===== src/rtl/rc5_pkg.sv =====
// ----------------------------------------------------------------------------
// rc5_pkg
// Shared definitions for the RC5 block: the magic constants used by the key
// expansion side, the decryptor FSM state encoding and a helper that derives
// the S-table address width from the table length.
// ----------------------------------------------------------------------------
package rc5_pkg;

  // Magic constants Pw / Qw for the three legal word widths.
  localparam logic [15:0] P16 = 16'hB7E1;
  localparam logic [15:0] Q16 = 16'h9E37;
  localparam logic [31:0] P32 = 32'hB7E15163;
  localparam logic [31:0] Q32 = 32'h9E3779B9;
  localparam logic [63:0] P64 = 64'hB7E151628AED2A6B;
  localparam logic [63:0] Q64 = 64'h9E3779B97F4A7C15;

  typedef enum logic [1:0] {
    IDLE = 2'd0,
    STEP = 2'd1,
    DONE = 2'd2
  } rc5_state_t;

  // Address width for a table of t words; never narrower than one bit.
  function automatic int calc_aw(input int t);
    return (t > 1) ? $clog2(t) : 1;
  endfunction

endpackage


===== src/rtl/rc5_rotr.sv =====
// ----------------------------------------------------------------------------
// rc5_rotr
// Combinational variable right rotate.
//   data   in  w       word to rotate
//   amt    in  log2(w) rotate amount (only the low log2(w) bits of the RC5
//                      rotate operand are ever presented here)
//   result out w       data rotated right by amt
// ----------------------------------------------------------------------------
module rc5_rotr #(
  parameter int w  = 32,
  parameter int lw = $clog2(w)
) (
  input  logic [w-1:0]  data,
  input  logic [lw-1:0] amt,
  output logic [w-1:0]  result
);

  // Left-shift distance is w - amt; one extra bit holds w itself when amt is
  // zero, and a shift by w clears the term so the rotate degenerates cleanly.
  logic [lw:0] lshift;

  assign lshift = (lw+1)'(w) - {1'b0, amt};
  assign result = (data >> amt) | (data << lshift);

endmodule


===== src/rtl/rc5_decrypt_core.sv =====
// ----------------------------------------------------------------------------
// rc5_decrypt_core
// Iterative RC5-w/r block decryptor, one half-round per clock. The expanded
// key table S lives in the key-expansion block and is read here through a
// combinational port, walking the table from S[t-1] down to S[0].
//   clk     in   clock, rising edge
//   rst     in   asynchronous active-high reset
//   start   in   request, sampled only in IDLE
//   din_a   in   ciphertext word A, captured on the accepting edge
//   din_b   in   ciphertext word B, captured on the accepting edge
//   s_addr  out  S-table read address (idx in STEP, 0 otherwise)
//   s_data  in   S[s_addr], valid in the same cycle
//   busy    out  high in STEP and DONE
//   done    out  one-cycle pulse, result valid
//   dout_a  out  plaintext word A (valid from DONE until the next start)
//   dout_b  out  plaintext word B
// ----------------------------------------------------------------------------
module rc5_decrypt_core
  import rc5_pkg::*;
#(
  parameter int w  = 32,
  parameter int r  = 12,
  parameter int t  = 2*r+2,
  parameter int aw = calc_aw(t)
) (
  input  logic          clk,
  input  logic          rst,
  input  logic          start,
  input  logic [w-1:0]  din_a,
  input  logic [w-1:0]  din_b,
  output logic [aw-1:0] s_addr,
  input  logic [w-1:0]  s_data,
  output logic          busy,
  output logic          done,
  output logic [w-1:0]  dout_a,
  output logic [w-1:0]  dout_b
);

  localparam int lw = $clog2(w);

  rc5_state_t    state;
  logic [w-1:0]  a_q;
  logic [w-1:0]  b_q;
  logic [aw-1:0] idx_q;

  logic [w-1:0]  a_sub;
  logic [w-1:0]  b_sub;
  logic [w-1:0]  a_rot;
  logic [w-1:0]  b_rot;

  // Both half-round datapaths are built every cycle; the FSM picks which
  // register takes its result from the parity of idx.
  assign a_sub = a_q - s_data;
  assign b_sub = b_q - s_data;

  // A path rotates by B, B path rotates by A (low log2(w) bits only).
  rc5_rotr #(.w(w)) u_rotr_a (
    .data   (a_sub),
    .amt    (b_q[lw-1:0]),
    .result (a_rot)
  );

  rc5_rotr #(.w(w)) u_rotr_b (
    .data   (b_sub),
    .amt    (a_q[lw-1:0]),
    .result (b_rot)
  );

  // NOTE: all state updates use non-blocking assignments so every register
  // in this block samples the pre-edge values of a_q/b_q/idx_q, which is
  // what lets the datapath above read A while B is being written.
  always_ff @(posedge clk or posedge rst) begin
    if (rst) begin
      state <= IDLE;
      a_q   <= '0;
      b_q   <= '0;
      idx_q <= '0;
      busy  <= 1'b0;
      done  <= 1'b0;
    end else begin
      case (state)
        IDLE: begin
          done <= 1'b0;
          if (start) begin
            a_q   <= din_a;
            b_q   <= din_b;
            idx_q <= aw'(t-1);
            busy  <= 1'b1;
            state <= STEP;
          end
        end

        STEP: begin
          if (idx_q == '0) begin
            // Final pre-whitening undo on A; result is complete.
            a_q   <= a_sub;
            done  <= 1'b1;
            state <= DONE;
          end else begin
            idx_q <= idx_q - aw'(1);
            if (idx_q == aw'(1)) begin
              b_q <= b_sub;
            end else if (idx_q[0]) begin
              b_q <= b_rot ^ a_q;
            end else begin
              a_q <= a_rot ^ b_q;
            end
          end
        end

        DONE: begin
          // start is ignored here; the earliest next accept is in IDLE.
          done  <= 1'b0;
          busy  <= 1'b0;
          state <= IDLE;
        end

        default: begin
          done  <= 1'b0;
          busy  <= 1'b0;
          state <= IDLE;
        end
      endcase
    end
  end

  assign s_addr = (state == STEP) ? idx_q : '0;
  assign dout_a = a_q;
  assign dout_b = b_q;

endmodule

===== config.mk =====
export PLATFORM = sky130hd
export DESIGN_NAME = rc5_decrypt_core
export DESIGN_NICKNAME = d
export VERILOG_FILES = /design/src/rtl/rc5_pkg.sv /design/src/rtl/rc5_rotr.sv /design/src/rtl/rc5_decrypt_core.sv
export SDC_FILE = /design/constraint.sdc
export NUM_CORES = 1
export LEC_CHECK = 0
export BUFFER_PORTS_ARGS = -buffer_cell sky130_fd_sc_hd__buf_2
export CAP_MARGIN = 20
export CORE_MARGIN = 2
export CORE_UTILIZATION = 39
export DETAILED_ROUTE_END_ITERATION = 7
export PLACE_DENSITY = 0.59
export SLEW_MARGIN = 30
export SYNTH_ARGS = -nofsm -noshare
export SYNTH_HDL_FRONTEND = slang
export SYNTH_HIERARCHICAL = 1
export SYNTH_SLANG_ARGS = --single-unit

===== constraint.sdc =====
create_clock -name clk -period 7.18 [get_ports clk]
set_input_delay 1.436 -clock clk [delete_from_list [all_inputs] [get_ports clk]]
set_output_delay 1.436 -clock clk [all_outputs]
set_load 0.02 [all_outputs]

== Word-level counts from Yosys, hierarchy flattened ==
Cells that the tools add are included.

* Register bits: 73
* Input port bits: 99
* Word-level logic and storage cells: 57

* Add/subtract/negate cells: 5
* Equality and inequality tests: 8
* Shift-type cells: 4
* Multiplexer cells: 21
* Bitwise operators: 5
* Reduce and logical (&&, ||, !) cells: 8

{| class="wikitable"
|+ Operator list
! cell !! number
|-
| 2-to-1 mux 32 bit || 8
|-
| one-hot mux 32 bit (2 select lines) || 2
|-
| bitwise OR 32 bit || 2
|-
| left shift 32 x 6 -> 32 bit || 2
|-
| right shift 32 x 5 -> 32 bit || 2
|-
| subtractor 32 bit || 2
|-
| bitwise XOR 32 bit || 2
|-
| 2-to-1 mux 5 bit || 3
|-
| subtractor 6 x 5 -> 6 bit, first input constant || 2
|-
| one-hot mux 5 bit (2 select lines) || 1
|-
| != test 3 bit, second input constant || 3
|-
| AND reduction 4 bit || 2
|-
| != test 2 bit, second input constant || 3
|-
| == test 5 x 1 -> 1 bit, second input constant || 1
|-
| logical NOT 5 bit || 1
|-
| subtractor 5 x 1 -> 5 bit, second input constant || 1
|-
| 2-to-1 mux 2 bit || 2
|-
| one-hot mux 2 bit (2 select lines) || 1
|-
| AND reduction 2 bit || 2
|-
| 2-to-1 mux 1 bit || 3
|-
| AND reduction 3 bit || 1
|-
| == test 2 x 1 -> 1 bit, second input constant || 1
|-
| logical NOT 2 bit || 1
|-
| one-hot mux 1 bit (2 select lines) || 1
|-
| 2 further kinds || 2
|}

== Logic depth before layout (Yosys ltp) ==
* Depth after elaboration: 8
* Depth in mapped cells: 22
* Gate-level depth less buffers: 22

== Hierarchy ==
Netlist, hierarchy kept.

{| class="wikitable"
|+ Modules (own cells, without submodules)
! module !! times used !! cells an instance !! area an instance (um^2) !! seq. area each (um^2)
|-
| rc5_decrypt_core || 1 || 1,079 || 8,110.3 || 1,826.8
|-
| rc5_rotr || 2 || 437 || 3,588.4 || 0.0
|}

== Least setup slack after synthesis ==
OpenSTA, ideal clock, no wires.

* Path kind: input-to-reg
* From: input port s_data[7]
* To: register a_q[31], in the netlist dout_a[31]
* Library setup time: 0.120 ns
* Data arrival time: 5.510 ns
* Required time: 7.060 ns
* Path slack: 1.550 ns
* Stages: 21
* Cells stage by stage: inv_1 ha_1 a21o_1 a211o_1 or3_1 nand3_1 a31oi_1 a31o_2 a21oi_1 o21bai_1 xor2_1 mux4_2 mux4_2 a221o_1 xnor2_1 nor3_1 a21oi_1 nor2_1 a211oi_1 nand2_1 a31o_2

* Cells in the longest elaborated chain, start to end: 8

{| class="wikitable"
|+ RTL lines
! element !! RTL line !! RTL
|-
| start, declared || rc5_decrypt_core.sv:32 || <nowiki>input logic [w-1:0] s_data,</nowiki>
|-
| subtractor 32 bit (*) || rc5_decrypt_core.sv:53 || <nowiki>assign a_sub = a_q - s_data;</nowiki>
|-
| via a_sub[28] || rc5_decrypt_core.sv:46 || <nowiki>logic [w-1:0] a_sub;</nowiki>
|-
| left shift 32 x 6 -> 32 bit or right shift 32 x 5 -> 32 bit (tied branches) || rc5_rotr.sv:23 || <nowiki>assign result = (data >> amt) | (data << lshift);</nowiki>
|-
| bitwise OR 32 bit (*) || rc5_rotr.sv:23 ||
|-
| via a_rot[31] || rc5_decrypt_core.sv:48 || <nowiki>logic [w-1:0] a_rot;</nowiki>
|-
| bitwise XOR 32 bit (*) || rc5_decrypt_core.sv:106 || <nowiki>a_q <= a_rot ^ b_q;</nowiki>
|-
| 2-to-1 mux 32 bit (*) || rc5_decrypt_core.sv:103 || <nowiki>end else if (idx_q[0]) begin</nowiki>
|-
| 2-to-1 mux 32 bit (*) || rc5_decrypt_core.sv:101 || <nowiki>if (idx_q == aw'(1)) begin</nowiki>
|-
| 2-to-1 mux 32 bit (*) || rc5_decrypt_core.sv:94 || <nowiki>if (idx_q == '0) begin</nowiki>
|-
| one-hot mux 32 bit (2 select lines) (*) || rc5_decrypt_core.sv:81 || <nowiki>case (state)</nowiki>
|-
| end signal, assigned || rc5_decrypt_core.sv:85 || <nowiki>a_q <= din_a;</nowiki>
|-
| end signal, assigned || rc5_decrypt_core.sv:96 || <nowiki>a_q <= a_sub;</nowiki>
|-
| end signal, assigned || rc5_decrypt_core.sv:106 ||
|-
| end, declared || rc5_decrypt_core.sv:42 || <nowiki>logic [w-1:0] a_q;</nowiki>
|}

The timed path passes the listed nets; every way through them passes the cells marked *. The select of a mux whose other input is x is not followed.
A chain may end at the register's enable or synchronous reset.

== Final worst setup path ==
* From: input port s_data[0]
* To: register b_q[4], in the netlist dout_b[4]

* Cells in the longest elaborated chain, start to end: 8

{| class="wikitable"
|+ RTL lines
! element !! RTL line !! RTL
|-
| subtractor 32 bit (*) || rc5_decrypt_core.sv:54 || <nowiki>assign b_sub = b_q - s_data;</nowiki>
|-
| via b_sub[30] || rc5_decrypt_core.sv:47 || <nowiki>logic [w-1:0] b_sub;</nowiki>
|-
| left shift 32 x 6 -> 32 bit or right shift 32 x 5 -> 32 bit (tied branches) || rc5_rotr.sv:23 ||
|-
| bitwise OR 32 bit (*) || rc5_rotr.sv:23 ||
|-
| via b_rot[4] || rc5_decrypt_core.sv:49 || <nowiki>logic [w-1:0] b_rot;</nowiki>
|-
| bitwise XOR 32 bit (*) || rc5_decrypt_core.sv:104 || <nowiki>b_q <= b_rot ^ a_q;</nowiki>
|-
| 2-to-1 mux 32 bit (*) || rc5_decrypt_core.sv:103 ||
|-
| 2-to-1 mux 32 bit (*) || rc5_decrypt_core.sv:101 ||
|-
| 2-to-1 mux 32 bit (*) || rc5_decrypt_core.sv:94 ||
|-
| one-hot mux 32 bit (2 select lines) (*) || rc5_decrypt_core.sv:81 ||
|-
| end signal, assigned || rc5_decrypt_core.sv:86 || <nowiki>b_q <= din_b;</nowiki>
|-
| end signal, assigned || rc5_decrypt_core.sv:102 || <nowiki>b_q <= b_sub;</nowiki>
|-
| end signal, assigned || rc5_decrypt_core.sv:104 ||
|-
| end, declared || rc5_decrypt_core.sv:43 || <nowiki>logic [w-1:0] b_q;</nowiki>
|}

Marked as above.

==> key figures <==
Final layout
  – Final core utilization: 0.435
  – FF/Latch Area: 1830 µm²
  – Layout cells sized above 1: 0.201
  – Multi-input combinational cell area: 12,500 µm²
  – Design Area, Final: 16,800 µm²
  – Nets@finish: 2,208
  – Fill count: 4,003
  – Layout area overhead: 9.99%

Routing
  – Total Routed Length: 72.1 mm
  – Vias: 16,816
  – DR WL/cell: 28.1 µm
  – TritonRoute pass-1 iters: 6
  – Vias per Instance: 6.56
  – Post-DRT Antenna Nets: 0
  – Initial DRC count: 2,112
  – DRC: 0

Synthesis
  – Post-Syn Area per Cell: 7.83 µm²
  – Total number of yosys warnings: 6
  – Post-synthesis sequential area ratio: 0.119
  – Synth Cell Area: 15,300 µm²
  – Seq cells post-synth: 73
  – Count leader, synth: nand2_1
  – EDFF count, synth: 0
  – Syn Nets: 2,120
  – Area contributors post-synth: mux4_2 13%, dfrtp_1 12%, mux2i_1 7.3%
  – Top post-synthesis cells by count: 275 x nand2_1, 180 x a21oi_1, 141 x nor2_1
  – Synth unique cells: 89
  – Post-synth ARST share: 1.00
  – Largest area contributor in the synthesized netlist: mux4_2
  – Top_reg_cell synth: dfrtp_1
  – Share of the synthesized area in the top cell type: 0.127
  – Mapped Cells: 1,953

Min path
  – Hold Path End: done
  – Hold Crit Depth: 2
  – Hold_sp: done
  – Worst min path class: reg -> reg

Clock network
  – CTS tree: done
  – Post-CTS Hold Buffers: 0
  – Clk pin slew, worst setup/hold paths: 70 ps
  – Clock buffer depth: 2
  – H-tree Lvls: 3
  – Post-CTS Resized: 0
  – Root Driver: clkbuf_16
  – Cts bufs inserted: 9
  – Later-pin clock latency in the skew report: 370 ps
  – CTS Sinks: 73
  – Post-CTS setup buffers: 0

STA
  – Clock Skews: 16.2 ps
  – Setup TNS: 0 ps
  – Endpoints failing hold: 0
  – RSZ-0062 raised after global routing: no
  – Final setup margin: 861 ps
  – FMAX: 158 MHz
  – Crit share post-route: 0.880
  – Finish-stage setup viols: 0
  – Least-Margin Pin Slew: 947 ps
  – Final Slew Violations: 0
  – Max_slew headroom: 0.367
  – Fin crit period: 6320 ps

Place
  – Area after DPL: 16,500 µm²
  – GP Congestion: 0.966
  – Dpl ws: 646 ps
  – Port Buf Inserts: 169
  – HPWL after detailed placement: 55.2 mm

Critical path
  – CP most frequent cell: a21oi_1
  – R2r worst-path depth: 21
  – Worst reg2reg setup slack: 1610 ps
  – Critical Path Start Type: input pin
  – Critical Path RT: 7460 ps
  – CP arrival: 6600 ps
  – Crit path max-delay family: compound AO/OA/AOI/OAI gates
  – Setup CP Type: in -> reg
  – Maximum net fanout on the critical path: 6
  – RR Endpoint: dout_b[4]
  – Worst Setup SP: s_data[0]
  – Stages on worst setup path: 21
  – Worst path bufs/invs: 1
  – Crit-path cells: buf_2, ha_1, fa_1, nand2b_1, a21oi_1, o2111ai_1, a21oi_1, o21ai_2, o31ai_1, a31oi_1, nor2_1, xor2_1, mux2i_1, mux2_2, nand2b_1, a21o_1, o211ai_1, xnor2_1, a211oi_1, a21oi_1, o21ai_0
  – RR Startpoint: dout_b[0]
  – Critical path's slowest cell: xor2_1
  – Crit path capture type: flop
  – Critical path's largest stage delay: 460 ps

Global route
  – Congestion Overflow GR: 0
  – Initial antenna violation count: 0
  – Vias in the first global route: 15,648
  – Pin count of the biggest net entering global routing: 61
  – First-pass GRT wire length: 108 mm
  – Overall routing resource usage: 0.348

Status
  – Status: finished, final reports clean

Floorplan
  – Core area: 38,600 µm²
  – Site Rows: 72
  – IO Pins: 170
  – Die area: 40,800 µm²
  – Die Span X: 202 µm
  – Initial Util: 0.396
  – Die Y: 202 µm

Run
  – Max-capacitance violation count: 0
==> tightest hold or removal path: cells and delay by family, from the launching register on <==
family | cells | cell delay (ps)
AND/OR/NAND/NOR | 2 | 140
flip-flops | 1 | 360
==> area by class of cell <==
type	count	area share
clock inverters	6	0.00387
clock buffers	10	0.0142
multi-input cells	1673	0.745
well taps	518	0.0385
inverters	63	0.0141
flip-flops and latches	73	0.109
repair buffers	221	0.0747
diodes	1	0.000149
==> cells in the final DEF (no fill, tap or decap), types with 7 or more instances in the layout <==
master     netlist  routed
buf_2           31     169
inv_1           55      54
a21oi_1        180     180
clkbuf_16        0       9
mux4_2          86      86
buf_4           20      51
xnor2_1         92      91
xor2_1          33      33
mux2_1          40      40
a211oi_1        30      30
mux2_2          28      28
nor3_1          30      30
nand2b_1        26      26
a31oi_1         14      14
a22oi_1         14      14
dfrtp_1         73      69
a21o_1          27      27
a2bb2oi_1        9       8
o31ai_1         11      11
o21ai_0         82      82
nor3b_1          7       7
o211ai_1        48      48
ha_1            66      65
o21a_1          11      11
o22ai_1         13      13
and2_1          10       9
nand3_1         71      71
nor2b_1         12      11
or3_1            8       8
nand4_1          7       7
o21ai_1         40      40
nor2_1         141     141
mux2i_1        112     111
o221ai_1        28      28
nand2_1        275     274
inv_2            8       8
and3_1          16      16
==> how the worst max path moves through the flow <==
stage	slack, ps	end
after global routing	590	dout_b[4]
after global placement	730	dout_b[4]
after CTS	1020	dout_b[4]
final	860	dout_b[4]
after detailed placement	650	dout_b[4]
after floorplan	1550	dout_a[31]
==> sequential cells by signal, indices dropped and copies added, names as in the netlist <==
| signal | count |
|---|---|
| state | 2 |
| dout_a | 32 |
| dout_b | 32 |
| done | 1 |
| idx_q | 5 |
| busy | 1 |
==> per-stage QoR <==
step / cells / hold WS (ps)
4_1_cts: 2563 / 533
6_report: 2565 / 536
5_1_grt: 2564 / 576
2_1_floorplan: 1953 / 477
3_5_place_dp: 2547 / 515
3_3_place_gp: 2547 / 504
==> routing by layer <==
| layer | wire, µm | global-route usage | vias up |
|---|---|---|---|
| met1 | 31400 | 0.494 | 8237 |
| met5 | 0 | 0 | - |
| met4 | 2640 | 0.116 | 0 |
| met3 | 6430 | 0.0576 | 138 |
| li1 | - | - | 7450 |
| met2 | 31600 | 0.537 | 991 |
==> kinds of logic (layout without fill, tap and decap cells) <==
logic type                 count (synthesis)  after routing  synth area share
adders and majority gates                 68             68            0.0566
AOI/OAI and AO/OA                        580            580             0.247
and+or+nand+nor                          627            627             0.184
buffers and inverters                    207            300            0.0633
muxes                                    267            267             0.251
other                                      0              1                 0
xor gates and xnor gates                 131            131            0.0780
DFF                                       73             73             0.119
Power is not shown: default switching activity piles up to over one toggle a cycle in this logic, so the estimate is an artifact.
